File: src/rtl/uart_tx_scheduler.sv
// uart_tx_scheduler: shares one UART transmitter between two byte sources,
// sending each source's latest value on change with round-robin arbitration.
module uart_tx_scheduler #(
    parameter int ACK_TIMEOUT = 1000
) (
    input  logic       clk,
    input  logic       rst_n,
    input  logic [7:0] src0_data,
    input  logic [7:0] src1_data,
    input  logic       tx_busy,
    output logic       tx_start,
    output logic [7:0] tx_data,
    output logic [1:0] grant,
    output logic [1:0] pend,
    output logic [7:0] coalesce_cnt,
    output logic       timeout_err
);
    typedef enum logic [1:0] {IDLE, LAUNCH, WAIT_BUSY, WAIT_DONE} state_t;
    localparam logic [15:0] TIMER_LAST = 16'(ACK_TIMEOUT - 1);

    state_t      state_reg;
    logic        rr_reg;
    logic        sel_reg;
    logic [15:0] timer_reg;
    logic [7:0]  saved_reg;
    logic [7:0]  src_data  [2];
    logic [7:0]  sent_reg  [2];
    logic [7:0]  sent_next [2];
    logic [7:0]  prev_reg  [2];
    logic [1:0]  pend_next;
    logic [1:0]  coal_ev;
    logic        launch;
    logic        timeout_hit;
    logic        pick;
    logic [8:0]  coal_sum;
    logic [7:0]  coal_next;

    assign src_data[0] = src0_data;
    assign src_data[1] = src1_data;

    assign launch      = (state_reg == IDLE) && (pend != 2'b00) && !tx_busy;
    assign timeout_hit = (state_reg == WAIT_BUSY) && !tx_busy && (timer_reg == TIMER_LAST);
    // With both pending, serve the source that was not served last.
    assign pick = (pend == 2'b11) ? ~rr_reg : pend[1];

    genvar gi;
    generate
        for (gi = 0; gi < 2; gi++) begin : g_src
            // A timed-out launch rolls sent back so the source re-pends and retries.
            assign sent_next[gi] = (launch && (pick == 1'(gi)))         ? src_data[gi] :
                                   (timeout_hit && (sel_reg == 1'(gi))) ? saved_reg    :
                                                                          sent_reg[gi];
            assign pend_next[gi] = (src_data[gi] != sent_next[gi]);
            assign coal_ev[gi]   = (src_data[gi] != prev_reg[gi]) && pend[gi];
        end
    endgenerate

    assign coal_sum  = {1'b0, coalesce_cnt} + {8'd0, coal_ev[0]} + {8'd0, coal_ev[1]};
    assign coal_next = coal_sum[8] ? 8'hFF : coal_sum[7:0];

    always_ff @(posedge clk or negedge rst_n) begin
        if (!rst_n) begin
            for (int i = 0; i < 2; i++) begin
                sent_reg[i] <= '0;
                prev_reg[i] <= '0;
            end
            pend         <= '0;
            coalesce_cnt <= '0;
        end else begin
            for (int i = 0; i < 2; i++) begin
                sent_reg[i] <= sent_next[i];
                prev_reg[i] <= src_data[i];
            end
            pend         <= pend_next;
            coalesce_cnt <= coal_next;
        end
    end

    always_ff @(posedge clk or negedge rst_n) begin
        if (!rst_n) begin
            state_reg   <= IDLE;
            rr_reg      <= 1'b1;
            sel_reg     <= 1'b0;
            timer_reg   <= '0;
            saved_reg   <= '0;
            tx_start    <= 1'b0;
            tx_data     <= '0;
            grant       <= '0;
            timeout_err <= 1'b0;
        end else begin
            tx_start <= 1'b0;
            case (state_reg)
                IDLE: begin
                    if (launch) begin
                        sel_reg   <= pick;
                        saved_reg <= sent_reg[pick];
                        tx_data   <= src_data[pick];
                        grant     <= pick ? 2'b10 : 2'b01;
                        tx_start  <= 1'b1;
                        state_reg <= LAUNCH;
                    end
                end
                LAUNCH: begin
                    timer_reg <= '0;
                    state_reg <= WAIT_BUSY;
                end
                WAIT_BUSY: begin
                    if (tx_busy) begin
                        state_reg <= WAIT_DONE;
                    end else if (timeout_hit) begin
                        timeout_err <= 1'b1;
                        grant       <= '0;
                        rr_reg      <= sel_reg;
                        state_reg   <= IDLE;
                    end else begin
                        timer_reg <= timer_reg + 16'd1;
                    end
                end
                WAIT_DONE: begin
                    if (!tx_busy) begin
                        grant     <= '0;
                        rr_reg    <= sel_reg;
                        state_reg <= IDLE;
                    end
                end
                default: state_reg <= IDLE;
            endcase
        end
    end
endmodule

File: config.mk
export PLATFORM = sky130hd
export DESIGN_NAME = uart_tx_scheduler
export DESIGN_NICKNAME = d
export VERILOG_FILES = /design/src/rtl/uart_tx_scheduler.sv
export SDC_FILE = /design/constraint.sdc
export NUM_CORES = 1
export LEC_CHECK = 0
export ABC_AREA = 1
export ABC_CLOCK_PERIOD_IN_PS = 1900
export BUFFER_PORTS_ARGS = -buffer_cell sky130_fd_sc_hd__buf_2
export CAP_MARGIN = 30
export CELL_PAD_IN_SITES_DETAIL_PLACEMENT = 0
export CELL_PAD_IN_SITES_GLOBAL_PLACEMENT = 1
export CORE_MARGIN = 2
export CORE_UTILIZATION = 40
export CTS_CLUSTER_SIZE = 40
export DETAILED_ROUTE_END_ITERATION = 10
export PLACE_DENSITY_LB_ADDON = 0.1
export SYNTH_ARGS = -nofsm -noshare
export SYNTH_HDL_FRONTEND = slang
export SYNTH_SLANG_ARGS = --single-unit
File: constraint.sdc
create_clock -name clk -period 1.9 [get_ports clk]
set_clock_uncertainty 0.1 [all_clocks]
set_input_delay 0.19 -clock clk [delete_from_list [all_inputs] [get_ports clk]]
set_output_delay 0.19 -clock clk [all_outputs]
set_load 0.05 [all_outputs]
==> impl_metrics.json <==
{
  "worstSetupStartpointType": "flip-flop",
  "fin_crit_ns": 2.25,
  "crit_fanout": 7,
  "firstDrtPassIters": 4,
  "drtIter0Drc": 224,
  "antenna_found_initial": 0,
  "synth-seq-cells": 82,
  "grt_setup_unrepaired": "true",
  "drt_wl_total_mm": 12.7,
  "grt_pass1_wl_mm": 20.7,
  "clk_latency_ns": 0.34,
  "slew_viol_final": 0,
  "grt_start_max_net_pins": 47,
  "netlist_instances": 567,
  "preCtsSetupSlack_ns": -0.724,
  "setup_violations": 10,
  "synthesis.area_sq_um": 4550,
  "final_area_sq_um": 6290,
  "clockBufferDepth": 2,
  "final_cells": 848,
  "post_dp_cell_area_sq_um": 5450,
  "leakage_nw": 3.21,
  "num_rows": 38,
  "rr_worst_depth": 10,
  "final_cell_mix": "nand2_1 (106), buf_4 (82), inv_1 (78)",
  "grt_pass1_vias": 4216,
  "die_w_microns": 111,
  "area_delta_synth_final_pct": 38.5,
  "violations": "negative setup slack",
  "max_freq_mhz": 444,
  "start_util_pct": 41.4,
  "via_count": 4246,
  "hold_end": "prev_reg[5]",
  "outcome": "finished with violations",
  "nets": 725,
  "gp_congestion": 0.868,
  "cts_tree": "yes",
  "synth.avg_cell_area_sq_um": 8.02,
  "fin_ws_ns": -0.354,
  "synth-main-ff-cell": "dfrtp_1",
  "grt-ovfl-total": 0,
  "path_clk_slew_ns": 0.06,
  "max_slew_margin_pct": 56.2,
  "cts-root-buf": "clkbuf_16",
  "n_antenna_cell": 0,
  "cts_buffers": 9,
  "hold_path_class": "in2reg",
  "end_kind": "flip-flop",
  "dpl.cell_count": 800,
  "fin_crit_sh_pct": 119,
  "crit_top_cell": "nand3_1",
  "drive_gt1_share_pct": 35.6,
  "syn_nets": 589,
  "viasPerCell": 5.01,
  "hpwl_mm": 9.20,
  "reg2reg_from": "prev_reg[13]",
  "hold_start": "src1_data[5]",
  "min_path_cells": 2,
  "r2r-end": "coalesce_cnt[4]",
  "p_per_area_nw_per_um2": 1340,
  "worst_pin_slew_ns": 0.658,
  "crit_chain": "xnor2_1, nand3_1, o41ai_4, fa_2, inv_2, ha_4, nand2_4, nor4_4, nand2_2, nand3_1",
  "p_total_mw": 8.44,
  "critPathRequiredTime_ns": 2.01,
  "yosysSeqAreaShare_pct": 45.2,
  "die_h_microns": 111,
  "worst_path_max_delay_cell": "o41ai_4",
  "fin_hold_ws_ns": 0.00646,
  "max-vdd-ir-drop_mv": 0.849,
  "coreArea_sq_um": 11000,
  "ys_warn_count": 0,
  "drv_cap": 0,
  "final_common_cell": "nand2_1",
  "worstPathArrival_ns": 2.37,
  "wire_per_inst_microns": 15.0,
  "ys_async_sr_fraction_pct": 100,
  "drtAntennaViolNets": 0,
  "rrSetupSlack_ns": -0.35,
  "ios": 41,
  "die_area_sq_um": 12200,
  "synth_enable_flop_cells": 0,
  "final-hold-violation-count": 0,
  "grt_usage_pct": 21.2,
  "drc_errors": 0,
  "io_buffer_count": 40,
  "cts.sink_count": 82,
  "crit_path_max_incr_delay_ns": 0.47,
  "cts_max_level": 3,
  "worstSetupPathType": "reg2reg",
  "synth_cell_types": 43
}
[metal layers]
layer / part of all wire [%] / track usage [%] / vias to the layer above
met4: 2.0 / 8.25 / 0
li1: - / - / 2142
met2: 53 / 37.3 / 41
met1: 43 / 26.1 / 2048
met3: 1.9 / 3.24 / 15
met5: 0 / 0 / -
[cells by family after synthesis]
| logic type | synth area share (%) |
|---|---|
| and+or+nand+nor | 32.9 |
| buffers and inverters | 10.0 |
| DFF | 45.2 |
| AOI/OAI and AO/OA | 8.64 |
| xor gates and xnor gates | 2.31 |
| adders and majority gates | 0.991 |
[worst max-delay path by stage]
stage,startpoint,to,slack (ns)
2_1_floorplan,pend[1],coalesce_cnt[2],-0.15
3_3_place_gp,prev_reg[12],coalesce_cnt[7],-0.67
3_5_place_dp,prev_reg[12],coalesce_cnt[7],-0.72
4_1_cts,prev_reg[13],coalesce_cnt[5],-0.34
5_1_grt,prev_reg[15],coalesce_cnt[6],-0.48
6_report,prev_reg[13],coalesce_cnt[4],-0.35
[power by group]
group          leakage [nW]  switching [mW]  internal, mW
clock network         0.151           0.681          1.19
logic                  2.06            2.60          1.37
registers              1.01           0.311          2.29
[through the flow]
stage | utilization [%] | setup TNS (ns)
floorplan | - | -1.16
detailed placement | 49.6 | -5.73
finish | 57.3 | -2.72
global route | 57.3 | -4.39
global placement | 49.6 | -5.21
CTS | 54.1 | -2.62
[layout make-up]
| cell class | instances | area (sq um) |
|---|---|---|
| fill | 1005 | 4690 |
| multi-input combinational | 374 | 2360 |
| sequential | 82 | 2060 |
| timing repair buffer | 139 | 1010 |
| inverter | 96 | 367 |
| clock buffer | 14 | 254 |
| tap | 140 | 175 |
| clock inverter | 2 | 60.1 |
| timing repair inverter | 1 | 7.51 |
[cells in the mapped netlist (2+ instances only)]
cell | n | area (sq um)
o41ai_1 | 2 | 17.5
nor2_4 | 5 | 56.3
inv_2 | 11 | 41.3
nor4_1 | 3 | 18.8
inv_1 | 83 | 312
nand4_4 | 2 | 42.5
nand3_1 | 46 | 230
o21ai_1 | 2 | 10.0
ha_1 | 2 | 25.0
nand4_1 | 37 | 231
nor2_1 | 34 | 128
clkbuf_1 | 3 | 11.3
and3_1 | 2 | 12.5
xnor2_1 | 8 | 70.1
nand4_2 | 4 | 50.1
o21ai_0 | 34 | 170
nor3_1 | 7 | 35.0
nand2_2 | 6 | 37.5
nand2_4 | 3 | 33.8
a21oi_1 | 8 | 40.0
clkinv_1 | 2 | 7.51
nand2_1 | 137 | 514
o221ai_1 | 12 | 105
dfrtp_1 | 81 | 2030
buf_2 | 10 | 50.1
nor3_2 | 2 | 20.0
xor2_1 | 4 | 35.0
nor2_8 | 2 | 40.0
[repair_timing]
action                                 4_1_cts  5_1_grt
buffers inserted                             0       16
pin swaps                                    9       51
setup endpoints to repair                   11       37
hold buffers                                14        0
gates cloned                                 1        1
gates resized for setup                      7       72
endpoints found under the hold margin       54        0
[critical path, delay by kind of cell, from the launching register on]
family	cells	cell delay, ns
simple gates	5	0.50
xor+xnor	1	0.16
compound gates	1	0.47
fa+ha+maj	2	0.44
buf+inv	1	0.05
flops	1	0.40
No activity file was read; power rests on OpenSTA's default activity.
